**config.mk**
```make
export PLATFORM = sky130hd
export DESIGN_NAME = can_rx_frame
export DESIGN_NICKNAME = d
export VERILOG_FILES = /design/src/rtl/can_rx_frame.sv
export SDC_FILE = /design/constraint.sdc
export NUM_CORES = 1
export LEC_CHECK = 0
export ABC_AREA = 1
export CORE_MARGIN = 10
export CORE_UTILIZATION = 50
export DETAILED_ROUTE_END_ITERATION = 8
export PLACE_DENSITY = 0.71
export SLEW_MARGIN = 20
export SYNTH_ARGS = -nofsm -noshare
export SYNTH_HDL_FRONTEND = slang
export SYNTH_SLANG_ARGS = --single-unit
```
**constraint.sdc**
```tcl
create_clock -name clk -period 2.02 [get_ports clk]
set_input_delay 0.202 -clock clk [delete_from_list [all_inputs] [get_ports clk]]
set_output_delay 0.202 -clock clk [all_outputs]
set_load 0.05 [all_outputs]
```
**src/rtl/can_rx_frame.sv**
```systemverilog
// CAN 2.0A receive frame decoder: bit sampling, hard sync on SOF, destuffing,
// CRC15/form checks, ACK slot drive and hand-off of the decoded frame.
module can_rx_frame #(
  parameter int OVS_FACTOR   = 16,
  parameter int SAMPLE_POINT = 10,
  parameter int IDLE_BITS    = 11
) (
  input  logic        clk,
  input  logic        rst_n,
  input  logic        tick_16x,
  input  logic        can_rx,
  input  logic        ack_en,
  output logic        can_tx_ack,
  output logic [10:0] rx_id,
  output logic        rx_rtr,
  output logic [3:0]  rx_dlc,
  output logic [63:0] rx_data,
  output logic        rx_valid,
  output logic        rx_err,
  output logic [2:0]  err_code,
  output logic        busy
);
  localparam int CW = $clog2(OVS_FACTOR);
  localparam int IW = $clog2(IDLE_BITS + 1);
  localparam logic [14:0] POLY = 15'h4599;

  localparam logic [3:0] S_WAIT = 4'd0,  S_IDLE = 4'd1,  S_SOF  = 4'd2,  S_ID   = 4'd3,
                         S_RTR  = 4'd4,  S_IDE  = 4'd5,  S_R0   = 4'd6,  S_DLC  = 4'd7,
                         S_DATA = 4'd8,  S_CRC  = 4'd9,  S_CDEL = 4'd10, S_ACK  = 4'd11,
                         S_ADEL = 4'd12, S_EOF  = 4'd13;

  logic          sync1_q, sync2_q;
  logic [CW-1:0] cnt_q, cnt_d;
  logic [3:0]    state_q, state_d;
  logic [IW-1:0] idle_q, idle_d;
  logic [5:0]    bcnt_q, bcnt_d;
  logic [2:0]    run_q, run_d;
  logic          last_q, last_d;
  logic [14:0]   crc_q, crc_d, rcrc_q, rcrc_d;
  logic [10:0]   id_sh_q, id_sh_d, rx_id_q, rx_id_d;
  logic          rtr_sh_q, rtr_sh_d, rx_rtr_q, rx_rtr_d;
  logic [3:0]    dlc_sh_q, dlc_sh_d, rx_dlc_q, rx_dlc_d, len_q, len_d;
  logic [63:0]   data_sh_q, data_sh_d, rx_data_q, rx_data_d;
  logic          ack_ok_q, ack_ok_d, ack_drv_q, ack_drv_d;
  logic          rx_valid_q, rx_valid_d, rx_err_q, rx_err_d;
  logic [2:0]    err_code_q, err_code_d;

  logic          rx_s, smp, wrap, destuff, stuff_bit, crc_nxt, abort;
  logic [2:0]    code;
  logic [14:0]   crc_upd;
  logic [3:0]    dlc_full, len_w;

  assign rx_s      = sync2_q;
  assign smp       = tick_16x && (cnt_q == CW'(SAMPLE_POINT));
  assign wrap      = tick_16x && (cnt_q == CW'(OVS_FACTOR - 1));
  assign destuff   = (state_q >= S_SOF) && (state_q <= S_CRC);
  assign stuff_bit = destuff && (run_q == 3'd5);
  assign crc_nxt   = rx_s ^ crc_q[14];
  assign crc_upd   = {crc_q[13:0], 1'b0} ^ (crc_nxt ? POLY : 15'd0);
  assign dlc_full  = {dlc_sh_q[2:0], rx_s};
  assign len_w     = rtr_sh_q ? 4'd0 : ((dlc_full > 4'd8) ? 4'd8 : dlc_full);

  always_comb begin
    cnt_d = cnt_q;   state_d = state_q;   idle_d = idle_q;   bcnt_d = bcnt_q;
    run_d = run_q;   last_d = last_q;     crc_d = crc_q;     rcrc_d = rcrc_q;
    id_sh_d = id_sh_q;   rtr_sh_d = rtr_sh_q;   dlc_sh_d = dlc_sh_q;
    data_sh_d = data_sh_q;   len_d = len_q;
    rx_id_d = rx_id_q;   rx_rtr_d = rx_rtr_q;   rx_dlc_d = rx_dlc_q;   rx_data_d = rx_data_q;
    ack_ok_d = ack_ok_q;   ack_drv_d = ack_drv_q;   err_code_d = err_code_q;
    rx_valid_d = 1'b0;   rx_err_d = 1'b0;   abort = 1'b0;   code = 3'd0;

    if (tick_16x) cnt_d = (cnt_q == CW'(OVS_FACTOR - 1)) ? '0 : cnt_q + 1'b1;
    // ACK drive spans exactly one bit time: counter wrap into ACK to wrap into ACK_DEL
    if (wrap && state_q == S_ACK)  ack_drv_d = ack_ok_q;
    if (wrap && state_q == S_ADEL) ack_drv_d = 1'b0;

    case (state_q)
      S_WAIT: if (smp) begin
        if (!rx_s) idle_d = '0;
        else if (idle_q == IW'(IDLE_BITS - 1)) begin idle_d = '0; state_d = S_IDLE; end
        else idle_d = idle_q + 1'b1;
      end
      S_IDLE: if (tick_16x && !rx_s) begin
        cnt_d = CW'(1);  state_d = S_SOF;  run_d = 3'd0;  last_d = 1'b0;
        crc_d = '0;  bcnt_d = '0;  data_sh_d = '0;  ack_ok_d = 1'b0;
      end
      default: if (smp) begin
        if (stuff_bit) begin
          if (rx_s == last_q) begin abort = 1'b1; code = 3'd1; end
          else begin run_d = 3'd1; last_d = rx_s; end
        end else begin
          if (destuff) begin
            run_d  = (rx_s == last_q) ? run_q + 1'b1 : 3'd1;
            last_d = rx_s;
          end
          if (state_q <= S_DATA) crc_d = crc_upd;
          case (state_q)
            S_SOF:  state_d = rx_s ? S_IDLE : S_ID;
            S_ID: begin
              id_sh_d = {id_sh_q[9:0], rx_s};
              bcnt_d  = bcnt_q + 1'b1;
              if (bcnt_q == 6'd10) begin bcnt_d = '0; state_d = S_RTR; end
            end
            S_RTR: begin rtr_sh_d = rx_s; state_d = S_IDE; end
            S_IDE: if (rx_s) begin abort = 1'b1; code = 3'd4; end
                   else state_d = S_R0;
            S_R0:  state_d = S_DLC;
            S_DLC: begin
              dlc_sh_d = dlc_full;
              bcnt_d   = bcnt_q + 1'b1;
              if (bcnt_q == 6'd3) begin
                bcnt_d  = '0;
                len_d   = len_w;
                state_d = (len_w == 4'd0) ? S_CRC : S_DATA;
              end
            end
            S_DATA: begin
              // byte N lands in [8N+7:8N], first received bit is the byte MSB
              data_sh_d[{bcnt_q[5:3], ~bcnt_q[2:0]}] = rx_s;
              bcnt_d = bcnt_q + 1'b1;
              if ({1'b0, bcnt_q} == {len_q, 3'b000} - 7'd1) begin bcnt_d = '0; state_d = S_CRC; end
            end
            S_CRC: begin
              rcrc_d = {rcrc_q[13:0], rx_s};
              bcnt_d = bcnt_q + 1'b1;
              if (bcnt_q == 6'd14) begin bcnt_d = '0; state_d = S_CDEL; end
            end
            S_CDEL:
              if (!rx_s)                begin abort = 1'b1; code = 3'd2; end
              else if (rcrc_q != crc_q) begin abort = 1'b1; code = 3'd3; end
              else begin ack_ok_d = ack_en; state_d = S_ACK; end
            S_ACK:  state_d = S_ADEL;
            S_ADEL: if (!rx_s) begin abort = 1'b1; code = 3'd2; end
                    else begin bcnt_d = '0; state_d = S_EOF; end
            S_EOF:
              if (!rx_s) begin abort = 1'b1; code = 3'd2; end
              else if (bcnt_q == 6'd6) begin
                rx_id_d = id_sh_q;  rx_rtr_d = rtr_sh_q;  rx_dlc_d = dlc_sh_q;
                rx_data_d = data_sh_q;  rx_valid_d = 1'b1;  state_d = S_IDLE;
              end else bcnt_d = bcnt_q + 1'b1;
            default: ;
          endcase
        end
      end
    endcase

    if (abort) begin
      state_d = S_WAIT;  idle_d = '0;  rx_err_d = 1'b1;  err_code_d = code;
      ack_ok_d = 1'b0;   ack_drv_d = 1'b0;
    end
  end

  always_ff @(posedge clk) begin
    if (!rst_n) begin
      sync1_q <= 1'b1;  sync2_q <= 1'b1;  cnt_q <= '0;  state_q <= S_WAIT;  idle_q <= '0;
      bcnt_q <= '0;  run_q <= '0;  last_q <= 1'b0;  crc_q <= '0;  rcrc_q <= '0;
      id_sh_q <= '0;  rtr_sh_q <= 1'b0;  dlc_sh_q <= '0;  data_sh_q <= '0;  len_q <= '0;
      rx_id_q <= '0;  rx_rtr_q <= 1'b0;  rx_dlc_q <= '0;  rx_data_q <= '0;
      ack_ok_q <= 1'b0;  ack_drv_q <= 1'b0;  rx_valid_q <= 1'b0;  rx_err_q <= 1'b0;
      err_code_q <= '0;
    end else begin
      sync1_q <= can_rx;  sync2_q <= sync1_q;  cnt_q <= cnt_d;  state_q <= state_d;
      idle_q <= idle_d;  bcnt_q <= bcnt_d;  run_q <= run_d;  last_q <= last_d;
      crc_q <= crc_d;  rcrc_q <= rcrc_d;  id_sh_q <= id_sh_d;  rtr_sh_q <= rtr_sh_d;
      dlc_sh_q <= dlc_sh_d;  data_sh_q <= data_sh_d;  len_q <= len_d;
      rx_id_q <= rx_id_d;  rx_rtr_q <= rx_rtr_d;  rx_dlc_q <= rx_dlc_d;  rx_data_q <= rx_data_d;
      ack_ok_q <= ack_ok_d;  ack_drv_q <= ack_drv_d;  rx_valid_q <= rx_valid_d;
      rx_err_q <= rx_err_d;  err_code_q <= err_code_d;
    end
  end

  assign can_tx_ack = ~ack_drv_q;
  assign rx_id      = rx_id_q;
  assign rx_rtr     = rx_rtr_q;
  assign rx_dlc     = rx_dlc_q;
  assign rx_data    = rx_data_q;
  assign rx_valid   = rx_valid_q;
  assign rx_err     = rx_err_q;
  assign err_code   = err_code_q;
  assign busy       = (state_q != S_WAIT) && (state_q != S_IDLE);
endmodule

```
==> out/metrics.cfg <==
[clocking]
tritoncts=done
h-tree-depth=1
clk_path_buf_depth=3
numClockSinks=225
cts_root_buf=clkbuf_16
clk_latency_ns=0.51
path_clk_slew_ns=0.06
hold_buffers=0
cts_buffers=24

[global_routing]
grtUsageTotal_pct=19.0
grt_start_max_net_pins=90
grt_pass1_vias=9153
antenna_found_initial=0
grt_pass1_wl_um=43400
overflow=0

[worst_setup_path]
endpoint_kind=flip-flop
required_ns=2.41
crit_arrival_ns=2.42
ff2ff_path_depth=15
path_class=reg -> reg
cp-start-kind=flip-flop
critical_path.max_fanout=8

[timing]
finalCriticalPeriod_ns=2.03
finClkSkew_ns=0.0142
fmax_mhz=492
hold_violations=0
timing.final.crit_share_pct=101
slew_headroom_pct=62.9
hold_ws_ns=0.240
report.final.slew_viol_count=0
tightestPinTransition_ns=0.556
rsz0062_at_grt=true
setup_viol=3
finalWorstSetupSlack_ns=-0.0121

[detailed_routing]
wl_per_cell_um=15.0
dr.first_iter.drc_count=621
drtAntennaViolNets=0
vias_per_cell=5.35
drcViolationCount=0
drt_first_pass_iters=7
totalWireLength_um=27700
vias=9885

[synthesis]
synth_ff_type=dfxtp_1
synthArstFlopShare_pct=0
synth_edf_count=0
yosys_register_bits=225
syn_area_um2=10200
seq_area_frac_synth_pct=44.3
ys.warnings.count=0
ys_types=38
synthCells=1427
syn-num-nets=1441
postSynthAreaPerCell_um2=7.12

[pwr]
p_leak_uw=0.00475
max-vdd-ir-drop_mv=0.591
powerDensity_nw_per_um2=689
power_uw=9020

[floorplan]
pin_count=92
core_area_um2=20100
die_w_um=163
fp.dieH_um=163
initial_core_util_pct=50.6
dieArea_um2=26400
fp-row-count=52

[layout]
final_cells=1847
final_cell_area_um2=13100
drive_gt1_share_pct=15.3
fin_nets=1575
final_common_cell=nor2_1
antenna_cells=0
final_cell_mix=nor2_1 (294), dfxtp_1 (219), nand2_1 (207)
fin_util_pct=65.2
area_growth_pct=28.9

[worst_hold_path]
min_path_type=in -> reg
min_path_cells=4

[placed_design]
gp_congestion=0.860
placed_area_um2=11700
io_buffers=91
hpwl_um=18100
place_inst=1782

[run_status]
violations=setup timing
status=finished with violations

[job]
drv_cap=0

-- where the power goes --
part	switching, µW	total [µW]	internal, µW	leakage [µW]
Sequential	5.57	4450	4440	0.00182
Clock	1740	4350	2610	0.000388
Combinational	155	228	73.1	0.00255
Total	1900	9020	7120	0.00475
-- worst max-delay path, cell delays in order, from the launching register on --
cell and delay, ns:
dfxtp_2 0.32, inv_2 0.07, ha_4 0.12, inv_2 0.03
nor2_2 0.09, nand2_2 0.09, nand2_2 0.11, nand2_4 0.06
nor2_4 0.09, nand2_2 0.09, a21oi_4 0.26, clkbuf_16 0.23
clkbuf_16 0.15, o21ai_1 0.07, nand2_1 0.09, a21oi_2 0.05
-- path summary, 6_finish.rpt --
kind | start | endpoint | slack, ns
min | rst_n | id_sh_q[8]$_SDFFE_PN0P_ | 0.24
max | cnt_q[0]$_SDFF_PN0_ | data_sh_q[19]$_SDFFE_PN0P_ | -0.01
max reg2reg | cnt_q[0]$_SDFF_PN0_ | data_sh_q[19]$_SDFFE_PN0P_ | -0.01
min reg2reg | sync1_q$_SDFF_PN1_ | rx_s$_SDFF_PN1_ | 0.43
-- synthesized netlist by cell type, types with 3 or more instances --
master,n,area [µm²]
nor2_1,297,1110
dfxtp_1,225,4500
nand2_1,211,792
o21ai_0,167,836
nand3_1,118,591
a21oi_1,114,571
inv_1,75,282
clkbuf_1,39,146
buf_2,27,135
o21ai_1,25,125
buf_6,14,158
nand4_1,14,87.6
a21oi_2,11,96.3
nand3_2,11,110
ha_1,9,113
a211oi_1,8,60.1
nor3_1,7,35.0
nand2_2,6,37.5
xor2_1,6,52.6
inv_2,5,18.8
nor2_2,5,31.3
nor4_1,4,25.0
xnor2_1,4,35.0
buf_1,3,11.3
nor2_4,3,33.8
-- logic make-up after synthesis --
| kind of cell | Yosys count | share of synthesized area [%] |
|---|---|---|
| simple gates | 683 | 28.8 |
| compound gates | 331 | 17.1 |
| flops | 225 | 44.3 |
| buf+inv | 169 | 7.82 |
| xor+xnor | 10 | 0.862 |
| fa+ha+maj | 9 | 1.11 |
-- layer usage --
metal	global-route usage (%)	wire [µm]	vias up
met5	0	0	-
met4	4.71	434	0
met3	2.83	1610	31
met2	33.4	13600	262
met1	24.0	12000	4615
li1	-	-	4977
-- timing repair --
action / CTS / global route
buffers inserted: 0 / 9
resized for setup: 0 / 126
setup endpoints to repair: 0 / 199
-- through the flow --
stage	setup TNS, ns	setup slack, ns
2_1_floorplan	0	0.205
3_3_place_gp	-1.21	-0.0570
3_5_place_dp	-5.38	-0.0854
4_1_cts	0	0.00703
5_1_grt	-3.17	-0.0924
6_report	-0.0267	-0.0121
-- registers in the layout, summed over array words and instances, names as in the netlist, 3 cells and up --
| register | cells |
|---|---|
| data_sh_q | 64 |
| idle_q | 4 |
| err_code | 3 |
| id_sh_q | 11 |
| dlc_sh_q | 4 |
| cnt_q | 4 |
| bcnt_q | 6 |
| rcrc_q | 15 |
| crc_q | 15 |
| run_q | 3 |
| rx_dlc | 4 |
| rx_id | 11 |
| state_q | 4 |
| len_q | 4 |
| rx_data | 64 |
-- area by class of cell --
| cell class | count | area (µm²) |
|---|---|---|
| Fill cell | 1762 | 7010 |
| Timing Repair Buffer | 194 | 2080 |
| Multi-Input combinational cell | 1033 | 5070 |
| Tap cell | 270 | 338 |
| Sequential cell | 225 | 4520 |
| Clock inverter | 5 | 53.8 |
| Inverter | 83 | 314 |
| Clock buffer | 37 | 731 |
Power figures use the tool's default switching activity.
